### src/rtl/clk_sel_ctrl.sv
// clk_sel_ctrl
// Drives the select input of the glitch-free CPU clock mux (normal clk1 vs
// turbo clk2). A switch request is taken over a valid/ready handshake. The
// select toggles only at a CPU bus-safe point. After the toggle, a settle
// window and then a dwell window must pass before another request is accepted.
//
// Ports:
//   i_clk          control clock (free-running, independent of mux sources)
//   i_rst_n        asynchronous active-low reset
//   i_req_valid    switch request valid
//   i_req_turbo    requested select: 0 = clk1 (normal), 1 = clk2 (turbo)
//   o_req_ready    request accepted on a cycle with valid & ready
//   i_bus_idle     CPU at a safe point, synchronous to i_clk
//   o_sel          registered select to the mux
//   o_busy         a switch is pending or settling
//   o_switch_pulse one-cycle strobe on the cycle o_sel changes
//
// state     | meaning
// ----------+-----------------------------------------------------------
// IDLE      | ready for a request; a request for the current select is a no-op
// WAIT_SAFE | target latched, waiting for i_bus_idle before toggling o_sel
// SETTLE    | mux handover in progress; counter runs down SETTLE_CYCLES
// HOLD      | minimum dwell; counter runs down DWELL_CYCLES, requests ignored

module clk_sel_ctrl #(
  parameter int SETTLE_CYCLES = 16,
  parameter int DWELL_CYCLES  = 1024
) (
  input  logic i_clk,
  input  logic i_rst_n,
  input  logic i_req_valid,
  input  logic i_req_turbo,
  output logic o_req_ready,
  input  logic i_bus_idle,
  output logic o_sel,
  output logic o_busy,
  output logic o_switch_pulse
);

  localparam int MAX_CYCLES = (SETTLE_CYCLES > DWELL_CYCLES) ? SETTLE_CYCLES : DWELL_CYCLES;
  localparam int CNT_W      = $clog2(MAX_CYCLES + 1);

  localparam logic [CNT_W-1:0] SETTLE_LOAD = CNT_W'(SETTLE_CYCLES - 1);
  localparam logic [CNT_W-1:0] DWELL_LOAD  = CNT_W'(DWELL_CYCLES - 1);
  localparam logic [CNT_W-1:0] CNT_ONE     = CNT_W'(1);

  typedef enum logic [1:0] {
    IDLE,
    WAIT_SAFE,
    SETTLE,
    HOLD
  } state_t;

  state_t           state;
  logic             target;
  logic [CNT_W-1:0] cnt;

  // o_req_ready and o_busy are registered alongside the state so the mux
  // side only ever sees flop outputs.
  always_ff @(posedge i_clk or negedge i_rst_n) begin
    if (!i_rst_n) begin
      state          <= IDLE;
      target         <= 1'b0;
      cnt            <= '0;
      o_sel          <= 1'b0;
      o_req_ready    <= 1'b1;
      o_busy         <= 1'b0;
      o_switch_pulse <= 1'b0;
    end else begin
      o_switch_pulse <= 1'b0;
      case (state)
        IDLE: begin
          // A request for the select already in force completes immediately.
          if (i_req_valid && (i_req_turbo != o_sel)) begin
            target      <= i_req_turbo;
            state       <= WAIT_SAFE;
            o_req_ready <= 1'b0;
            o_busy      <= 1'b1;
          end
        end
        WAIT_SAFE: begin
          if (i_bus_idle) begin
            o_sel          <= target;
            o_switch_pulse <= 1'b1;
            cnt            <= SETTLE_LOAD;
            state          <= SETTLE;
          end
        end
        SETTLE: begin
          if (cnt == '0) begin
            cnt    <= DWELL_LOAD;
            state  <= HOLD;
            o_busy <= 1'b0;
          end else begin
            cnt <= cnt - CNT_ONE;
          end
        end
        HOLD: begin
          if (cnt == '0) begin
            state       <= IDLE;
            o_req_ready <= 1'b1;
          end else begin
            cnt <= cnt - CNT_ONE;
          end
        end
        default: begin
          state       <= IDLE;
          o_req_ready <= 1'b1;
          o_busy      <= 1'b0;
        end
      endcase
    end
  end

endmodule

### config.mk
export PLATFORM = sky130hd
export DESIGN_NAME = clk_sel_ctrl
export DESIGN_NICKNAME = d
export VERILOG_FILES = /design/src/rtl/clk_sel_ctrl.sv
export SDC_FILE = /design/constraint.sdc
export NUM_CORES = 1
export LEC_CHECK = 0
export CORE_MARGIN = 4
export CORE_UTILIZATION = 65
export CTS_BUF_LIST = sky130_fd_sc_hd__clkbuf_8
export DETAILED_ROUTE_END_ITERATION = 10
export DONT_BUFFER_PORTS = 1
export PLACE_DENSITY = 0.81
export REMOVE_ABC_BUFFERS = 1
export SLEW_MARGIN = 20
export SYNTH_ARGS = -nofsm -noshare
export SYNTH_HDL_FRONTEND = slang
export SYNTH_SLANG_ARGS = --single-unit
### constraint.sdc
create_clock -name i_clk -period 2.3 [get_ports i_clk]
set_clock_uncertainty 0.2 [all_clocks]
set_input_delay 0.46 -clock i_clk [delete_from_list [all_inputs] [get_ports i_clk]]
set_output_delay 0.46 -clock i_clk [all_outputs]
set_load 0.05 [all_outputs]
Yosys cells after proc, flatten, opt, wreduce, memory -nomap -nowiden:

Cells that the tools add are included.

* register bits: 18
* bits of input ports: 5
* output and inout bits: 4
* word-level logic and storage cells: 46

* $add $sub $neg: 1
* equal/unequal tests: 9
* muxes and demuxes: 17
* reductions and logical operators: 12

Operators by type and width (count)
* $mux 11: 3
* $pmux 11 s3: 1
* $logic_not 11->1: 1
* $sub 11x1->11 const B: 1
* $ne 2x2->1 const B: 5
* $reduce_and 3->1: 3
* $mux 2: 4
* $pmux 2 s4: 1
* $mux 1: 6
* $eq 2x2->1 const B: 2
* $pmux 1 s2: 2
* $reduce_and 2->1: 2
* $reduce_and 4->1: 1
* $reduce_bool 2->1: 2
* $reduce_bool 3->1: 1
* $eq 2x1->1 const B: 1
* $logic_not 2->1: 1
* $logic_and 1x1->1: 1
* $ne 1x1->1: 1

Logic depth before layout (Yosys ltp):

Gate-level depths: netlist (run 1).

* depth after elaboration: 4
* gate-level depth with buffers: 8
* depth with buffers taken out: 6

Least setup slack after synthesis (run 1):

No wires, ideal clock.

* path type: reg2reg
* start: register cnt[0]
* end: register state[1]
* data arrival time: 1.785 ns
* required time: 1.975 ns
* setup slack: 0.190 ns
* stages on the path, launching flop included: 8
* path buffers: 1
* path through: dfrtp_1 -> clkbuf_1 -> inv_1 -> ha_1 -> nor4b_4 -> a31oi_1 -> a211oi_1 -> mux2_2

* word-level cells in the longest chain between the ends: 3

RTL lines
* start, declared: line 56 `logic [CNT_W-1:0] cnt;`
* start signal, assigned: line 95 `cnt <= cnt - CNT_ONE;`
* start signal, assigned: line 103 `cnt <= cnt - CNT_ONE;`
* $logic_not 11->1 *: line 90, 99
* $ne 2x2->1 (no line)
* $reduce_and 4->1 (no line) *
* end signal, assigned: line 92 `state <= HOLD;`
* end signal, assigned: line 100 `state <= IDLE;`
* end signal, assigned: line 107 `state <= IDLE;`
* end, declared: line 54 `state_t state;`

Mark *: on every way between the ends. The rest lies on a longest branch, timed or not.
A chain may end at the register's enable or synchronous reset.

Worst setup path in the final report (run 1):

* start: register state[0]
* end: register state[1]

* word-level cells in the longest chain between the ends: 3

RTL lines
* start signal, assigned: line 62 `state <= IDLE;`
* start signal, assigned: line 76 `state <= WAIT_SAFE;`
* start signal, assigned: line 86 `state <= SETTLE;`
* $eq 2x2->1 (tied with other cells): line 71 `case (state)`
* $ne 2x2->1 (no line)
* $reduce_and 4->1 (no line)

Parallel ways exist; a longest one is shown, timed or not.

==> results.json, run 1 <==
{
  "rr_endpoint": "state[1]",
  "critPathLaunch": "state[0]",
  "worstMarginPinSlew_ns": 0.815,
  "hold_viol_final": 0,
  "ys_seq_area_frac": 0.395,
  "dp.cells": 130,
  "dp_worst_setup_slack_ns": 0.139,
  "maxCapViolCount": 0,
  "yosys_warnings": 0,
  "crit_chain": "inv_1 -> ha_1 -> nor2_2 -> a31oi_1 -> a211oi_2 -> mux2_2",
  "core_area_um2": 1580,
  "crit_slowest_cell": "dfrtp_1",
  "power_density_nw_per_um2": 1120,
  "num_rows": 14,
  "cts_sinks": 18,
  "synth.distinct_cells": 40,
  "grt_overflow": 0,
  "clock_path_buffers": 2,
  "ant_nets": 0,
  "drc": 0,
  "io_pins": 9,
  "min_from": "i_req_turbo",
  "antenna_found_initial": 0,
  "critPathKind": "reg2reg",
  "r2r-start": "state[0]",
  "vias": 933,
  "ys_seq_elements": 18,
  "final_cell_mix": "dfrtp_1 (17), inv_1 (10), a21oi_1 (8), ha_1 (6)",
  "critPathMaxStageDelay_ns": 0.40,
  "clkLatencyLatePin_ns": 0.25,
  "setup_violations": 0,
  "grt_pass1_wl_mm": 4.00,
  "gp_congestion": 0.911,
  "start_kind": "flip-flop",
  "yosysTopAreaCellShare": 0.372,
  "numPortBuffers": 0,
  "reg2regPathDepth": 6,
  "drt-initial-drc-count": 49,
  "drv_slew": 0,
  "worst_setup_path_end_kind": "flip-flop",
  "multi_input_area_um2": 644,
  "relSlewSlack": 0.455,
  "stdcell_area_um2": 1240,
  "cts_made_buffers": 3,
  "crit_required_ns": 2.23,
  "reg2reg_slack_ns": 0.17,
  "post_cts_buffers": 0,
  "final_nets": 131,
  "dieArea_um2": 2490,
  "post-route-min-period_ns": 2.13,
  "yosys.area.top_type": "dfrtp_1",
  "finalWirelength_mm": 2.41,
  "min_path_type": "in2reg",
  "grt_max_degree": 19,
  "worst_hold_path.endpoint": "target",
  "wire_per_inst_um": 17.8,
  "die_y_um": 49.9,
  "hold_depth": 1,
  "regArea_um2": 452,
  "post_layout_nonfiller_instances": 135,
  "grt_usage": 0.207,
  "p_leak_uw": 0.000628,
  "nFillCells": 106,
  "via_per_inst": 6.91,
  "h-tree-depth": 1,
  "vdd_drop_max_uv": 957,
  "worst-path-max-fanout": 9,
  "dp_hpwl_mm": 1.73,
  "syn_to_final_growth_pct": 8.76,
  "syn_area_um2": 1140,
  "rsz0062_at_grt": "false",
  "grt_pass1_vias": 943,
  "ctsRootBufferMaster": "clkbuf_8",
  "drt_pre_antenna_iters": 4,
  "fmax_mhz": 470,
  "die_w_um": 49.9,
  "start_util": 0.725,
  "cts_tree": "yes",
  "syn_inst": 113,
  "finalSetupTns_ns": 0,
  "fin_crit_sh": 0.926,
  "antenna_cells": 0,
  "status": "finished, final reports clean",
  "placedInstanceArea_um2": 1180,
  "synth.area.top_cells": "dfrtp_1 (37%), ha_1 (6.6%), o211a_1 (4.4%), nor4b_4 (4.2%), o22a_1 (3.8%)",
  "syn_avg_cell_area_um2": 10.1,
  "setup_slack_ns": 0.171,
  "drive_gt1_frac": 0.176,
  "finalCoreUtilization": 0.788,
  "clk_pin_slew_ns": 0.06,
  "critical_path_arrival_ns": 2.06,
  "final_common_cell": "dfrtp_1"
}
[flip-flops by register name, summed over array words and instances, names as in the netlist]
signal and cells:
o_switch_pulse 1, target 1, o_req_ready 1, o_busy 1
o_sel 1, cnt 11, state 2
[metrics by stage]
stage,power [uW],hold WS [ns]
2_1_floorplan,973,-0.0356
3_3_place_gp,1120,-0.0352
3_5_place_dp,1150,-0.0352
4_1_cts,1370,0.161
5_1_grt,1490,0.163
6_report,1390,0.164
[area by class of cell]
| type | instances | share of cell area |
|---|---|---|
| clock buffers | 3 | 0.0332 |
| clock inverters | 1 | 0.00302 |
| inverters | 9 | 0.0272 |
| multi-input cells | 82 | 0.519 |
| flip-flops and latches | 18 | 0.364 |
| well taps | 16 | 0.0161 |
| repair buffers | 6 | 0.0383 |
[worst max-delay path, delay by kind of cell, from the launching register on]
kind                       cells  cell delay (ns)
muxes                          1             0.36
and+or+nand+nor                1             0.33
DFF                            1             0.40
buffers and inverters          1             0.08
AOI/OAI and AO/OA              2             0.39
adders and majority gates      1             0.27
[routing by layer]
layer	up-vias	GRT usage	wire (um)
met1	441	0.267	1070
li1	441	-	-
met5	-	0	0
met2	45	0.346	1120
met4	0	0.0829	27
met3	6	0.0271	193
[logic make-up (layout without fill, tap and decap cells)]
group | count (synthesis) | in the layout | share of synthesized area
DFF | 18 | 18 | 0.395
muxes | 5 | 5 | 0.0471
buffers and inverters | 13 | 19 | 0.0460
xor gates and xnor gates | 1 | 1 | 0.00767
and+or+nand+nor | 32 | 32 | 0.188
AOI/OAI and AO/OA | 38 | 38 | 0.250
adders and majority gates | 6 | 6 | 0.0657
[power breakdown]
part	switching [uW]	internal (uW)
Sequential	80.0	382
Clock	97.8	118
Combinational	419	290
[worst max path at each step]
stage	endpoint	slack [ns]	cells after the start
detailed placement	state[1]	0.14	6
global route	state[1]	0.05	6
floorplan	state[1]	0.27	6
CTS	state[1]	0.12	6
global placement	state[1]	0.20	6
finish	state[1]	0.17	6
[synth_stat cells, drive strengths merged]
cell type / number
dfrtp: 17
a2bb2oi: 2
inv: 9
nand2b: 1
or4: 1
o21ba: 1
a221oi: 1
nand3: 5
and2: 1
mux2: 3
a21oi: 8
a21o: 1
o41ai: 1
o32a: 2
nand2: 5
o211ai: 1
nor2: 6
clkbuf: 3
nor3: 4
a222oi: 1
dfstp: 1
nor2b: 1
o31ai: 2
o21ai: 4
mux2i: 2
a31oi: 3
nor4: 2
buf: 1
nand4: 1
nor3b: 1
ha: 6
o211a: 5
a211oi: 1
xor2: 1
nor4b: 2
and3: 1
or3: 1
o22a: 5
[timing repair]
item / in CTS / in global routing
hold endpoints to repair: 18 / 0
hold buffers: 1 / 0
endpoints found under the setup margin: 0 / 2
gates resized for setup: 0 / 2
Note: power is estimated with default switching activity, not from simulation.
==> run 2: changes to the inputs <==
CORE_MARGIN = default   (was 4)
==> run 2 against run 1 <==
Final cell count unchanged; hold slack worse by 0.0056 ns; combinational power hardly changed; worst setup slack got worse by 0.0038 ns; critical path depth unchanged; power decreased by 0.10%; non-clock buffer count unchanged; critical endpoint unchanged; largest cell class unchanged.
==> results.json, run 2 (synthesis gave the netlist of run 1 again) <==
{
  "critical_path_arrival_ns": 2.07,
  "clock_path_buffers": 2,
  "gp_congestion": 0.829,
  "power_density_nw_per_um2": 1120,
  "regMostFlops": "cnt",
  "fin_crit_sh": 0.927,
  "drt_pre_antenna_iters": 5,
  "r2r-start": "state[0]",
  "p_leak_uw": 0.000629,
  "die_y_um": 43.9,
  "crit_slowest_cell": "dfrtp_1",
  "ant_nets": 0,
  "cts_sinks": 18,
  "grt_pass1_vias": 897,
  "status": "finished, final reports clean",
  "min_path_type": "in2reg",
  "crit_family": "flip-flops",
  "worstMarginPinSlew_ns": 0.775,
  "drive_gt1_frac": 0.168,
  "clkLatencyLatePin_ns": 0.25,
  "worst_setup_path_end_kind": "flip-flop",
  "start_util": 0.725,
  "rsz0062_at_grt": "false",
  "vias": 943,
  "min_from": "i_req_turbo",
  "reg2reg_slack_ns": 0.17,
  "numPortBuffers": 0,
  "antenna_cells": 0,
  "h-tree-depth": 1,
  "grt_overflow": 0,
  "final_cell_mix": "dfrtp_1 (17), inv_1 (10), a21oi_1 (8), ha_1 (6)",
  "final_nets": 131,
  "wire_per_inst_um": 17.0,
  "clk_pin_slew_ns": 0.06,
  "grt_max_degree": 19,
  "largest_reg_flops": 11,
  "via_per_inst": 6.99,
  "grt_pass1_wl_mm": 3.98,
  "num_rows": 14,
  "cts_made_buffers": 3,
  "post-route-min-period_ns": 2.13,
  "fmax_mhz": 469,
  "start_kind": "flip-flop",
  "setup_violations": 0,
  "drv_slew": 0,
  "drc": 0,
  "hold_viol_final": 0,
  "antenna_found_initial": 0,
  "critPathKind": "reg2reg",
  "vdd_drop_max_uv": 1010,
  "hold_depth": 1,
  "finalWirelength_mm": 2.30,
  "crit_buf_inv": 1,
  "grt_usage": 0.281,
  "die_w_um": 43.9,
  "drt-initial-drc-count": 33,
  "cts_tree": "yes",
  "syn_to_final_growth_pct": 8.65,
  "critPathMaxStageDelay_ns": 0.40,
  "critPathLaunch": "state[0]",
  "dp_hpwl_mm": 1.71,
  "relSlewSlack": 0.482,
  "reg2regPathDepth": 6,
  "final_common_cell": "dfrtp_1",
  "dieArea_um2": 1930,
  "core_area_um2": 1580,
  "finalSetupTns_ns": 0,
  "reg_top3": "cnt: 11 flops, state: 2 flops",
  "crit_required_ns": 2.24,
  "finalCoreUtilization": 0.787,
  "worst-path-max-fanout": 9,
  "ctsRootBufferMaster": "clkbuf_8",
  "maxCapViolCount": 0,
  "io_pins": 9,
  "worst_hold_path.endpoint": "target",
  "crit_chain": "inv_1 -> ha_1 -> nor2_2 -> a31oi_1 -> a211oi_2 -> mux2_2",
  "rr_endpoint": "state[1]",
  "post_cts_buffers": 0
}
-- run 2: cell counts in the layout (fill, tap and decap cells not counted) --
No cell type changed its count.
-- run 2: metal layers --
| layer | vias to the layer above | GRT usage | wire (um) |
|---|---|---|---|
| met5 | - | 0 | 0 |
| met4 | 0 | 0.115 | 38 |
| met3 | 6 | 0.0458 | 140 |
| met2 | 40 | 0.442 | 1080 |
| met1 | 457 | 0.386 | 1040 |
| li1 | 440 | - | - |
-- run 2: final cells by class --
cell class	count	area [um^2]
multi-input combinational	82	643
sequential	18	452
fill	99	335
timing repair buffer	6	47.5
clock buffer	3	41.3
inverter	9	33.8
tap	16	20.0
clock inverter	1	3.75
-- run 2: stage by stage --
| step | setup WS, ns | power [uW] | hold WS [ns] | cell area (um^2) | cells |
|---|---|---|---|---|---|
| global route | 0.0460 | 1490 | 0.157 | 1240 | 135 |
| CTS | 0.0955 | 1370 | 0.157 | 1240 | 135 |
| finish | 0.167 | 1390 | 0.158 | 1240 | 135 |
| floorplan | 0.266 | 973 | -0.0356 | 1120 | 109 |
| detailed placement | 0.117 | 1140 | -0.0353 | 1180 | 130 |
| global placement | 0.203 | 1120 | -0.0353 | 1180 | 130 |
-- run 2: worst register-to-register path, cell delays in order, from the launching register on --
cell and delay [ns]:
dfrtp_1 0.40, inv_1 0.08, ha_1 0.26, nor2_2 0.34, a31oi_1 0.10, a211oi_2 0.28
mux2_2 0.36
-- run 2: worst max path at each step --
| stage | to | slack [ns] | cells past startpoint |
|---|---|---|---|
| finish | state[1] | 0.17 | 6 |
| global placement | state[1] | 0.20 | 6 |
| global route | state[1] | 0.05 | 6 |
| detailed placement | state[1] | 0.12 | 6 |
| CTS | state[1] | 0.1 | 6 |
| floorplan | state[1] | 0.27 | 6 |
-- run 2: power breakdown --
group | leakage [uW] | switching [uW] | internal (uW)
sequential | 0.000216 | 80.2 | 382
combinational | 0.000386 | 417 | 289
clock | 0.0000269 | 98.4 | 118
total | 0.000629 | 596 | 789
-- run 2: timing repair --
item	in CTS	in global routing
gates resized for setup	0	1
hold endpoints to repair	18	0
endpoints found under the setup margin	0	1
hold buffers	1	0
==> run 3: changes to the inputs <==
CORE_UTILIZATION = 55   (was 65)
PLACE_DENSITY = 0.7   (was 0.81)
==> run 3 against run 2 <==
Sequential power down 1%; highest routed layer unchanged; maximum frequency down 2.2%; largest cell class unchanged; via count down 1.2%.
==> results.json, run 3 (synthesis gave the netlist of run 1 again) <==
{
  "finalWirelength_mm": 2.45,
  "critPathKind": "reg2reg",
  "critical_path_arrival_ns": 2.12,
  "grt_pass1_vias": 856,
  "reg2regPathDepth": 6,
  "antenna_cells": 0,
  "post_cts_buffers": 0,
  "dieArea_um2": 2260,
  "rsz0062_at_grt": "false",
  "final_cell_mix": "dfrtp_1 (17), inv_1 (9), a21oi_1 (8), buf_4 (7), ha_1 (6)",
  "ctsResizeCount": 0,
  "fin_crit_sh": 0.948,
  "regArea_um2": 452,
  "clk_pin_slew_ns": 0.07,
  "regMostFlops": "cnt",
  "drt_pre_antenna_iters": 4,
  "reg2reg_slack_ns": 0.12,
  "wire_per_inst_um": 16.5,
  "grt_overflow": 0,
  "p_int_uw": 839,
  "nFillCells": 173,
  "worst_setup_path_end_kind": "flip-flop",
  "start_kind": "flip-flop",
  "min_path_type": "in2reg",
  "gp_congestion": 0.852,
  "fmax_mhz": 459,
  "crit_required_ns": 2.24,
  "cts_tree": "yes",
  "antenna_found_initial": 0,
  "drc": 0,
  "ctsRootBufferMaster": "clkbuf_8",
  "power_density_nw_per_um2": 1140,
  "syn_to_final_growth_pct": 11.6,
  "dp_hpwl_mm": 1.77,
  "worstMarginPinSlew_ns": 0.835,
  "post-route-min-period_ns": 2.18,
  "min_from": "i_req_turbo",
  "worst_hold_path.endpoint": "target",
  "hold_viol_final": 0,
  "finalSetupTns_ns": 0,
  "drt-initial-drc-count": 31,
  "relSlewSlack": 0.441,
  "die_y_um": 47.6,
  "swShare": 0.420,
  "status": "finished, final reports clean",
  "finalCoreUtilization": 0.650,
  "maxCapViolCount": 0,
  "reg_top3": "cnt: 11 flops, state: 2 flops",
  "vdd_drop_max_uv": 1070,
  "drive_gt1_frac": 0.182,
  "start_util": 0.582,
  "worst-path-max-fanout": 9,
  "largest_reg_flops": 11,
  "die_w_um": 47.6,
  "p_leak_uw": 0.000639,
  "h-tree-depth": 1,
  "rr_endpoint": "state[1]",
  "grt_usage": 0.248,
  "final_nets": 133,
  "drv_slew": 0,
  "p_seq_frac": 0.316,
  "clkLatencyLatePin_ns": 0.25,
  "cts_sinks": 18,
  "ant_nets": 0,
  "numPortBuffers": 0,
  "final_common_cell": "dfrtp_1",
  "r2r-start": "state[0]",
  "clockPowerShare": 0.179,
  "hold_depth": 1,
  "vias": 932,
  "num_rows": 16,
  "netSwitchingPower_uw": 609,
  "combinationalPowerShare": 0.506,
  "clock_path_buffers": 2,
  "setup_slack_ns": 0.120,
  "cts_made_buffers": 3,
  "grt_pass1_wl_mm": 3.88,
  "grt_max_degree": 19,
  "setup_violations": 0,
  "via_per_inst": 6.30,
  "core_area_um2": 1960,
  "multi_input_area_um2": 638,
  "io_pins": 9,
  "dp_worst_setup_slack_ns": 0.166
}
-- run 3: worst max-delay path by stage --
| stage | start | end | slack [ns] | cells after the start |
|---|---|---|---|---|
| after floorplan | cnt[0] | state[1] | 0.27 | 6 |
| final | state[0] | state[1] | 0.12 | 6 |
| after detailed placement | state[0] | state[1] | 0.17 | 6 |
| after CTS | state[0] | state[1] | 0.13 | 6 |
| after global placement | state[0] | state[1] | 0.25 | 6 |
| after global routing | state[0] | state[1] | 0.007 | 6 |
-- run 3: power groups by stage --
stage	Clock [uW]	Sequential, uW	Combinational (uW)
floorplan	0	496	477
global placement	0	458	693
detailed placement	0	463	713
CTS	263	457	729
global route	279	466	812
finish	259	457	732
-- run 3: area by class of cell --
type                            instances  share of cell area
Multi-Input combinational cell         82               0.500
Sequential cell                        18               0.354
Timing Repair Buffer                    8              0.0491
Clock buffer                            4              0.0432
Inverter                                9              0.0265
Tap cell                               27              0.0265
-- run 3: what timing repair did --
item                                    in CTS  in global routing
endpoints found under the setup margin       0                  0
hold endpoints to repair                    18                  0
hold buffers                                 1                  0
-- run 3: metrics by stage --
| stage | hold slack [ns] | power [uW] | cells | cell area (um^2) |
|---|---|---|---|---|
| 4_1_cts | 0.151 | 1450 | 148 | 1270 |
| 5_1_grt | 0.144 | 1560 | 148 | 1270 |
| 3_5_place_dp | -0.0352 | 1180 | 143 | 1210 |
| 3_3_place_gp | -0.0351 | 1150 | 143 | 1210 |
| 2_1_floorplan | -0.0356 | 973 | 109 | 1120 |
| 6_report | 0.150 | 1450 | 148 | 1270 |
-- run 3: metal layers --
layer | part of all wire | GRT usage | vias to the layer above | wire length (um)
met5 | 0 | 0 | - | 0
met4 | 0.013 | 0.0667 | 0 | 32
met3 | 0.052 | 0.0453 | 5 | 128
met2 | 0.49 | 0.419 | 25 | 1200
met1 | 0.45 | 0.328 | 458 | 1090
li1 | - | - | 444 | -
-- run 3: worst max-delay path: stages (launching register included) --
cell	delay [ns]
dfrtp_1	0.40
inv_1	0.08
ha_1	0.25
nor2_2	0.31
a31oi_1	0.09
a211oi_1	0.36
mux2_2	0.38
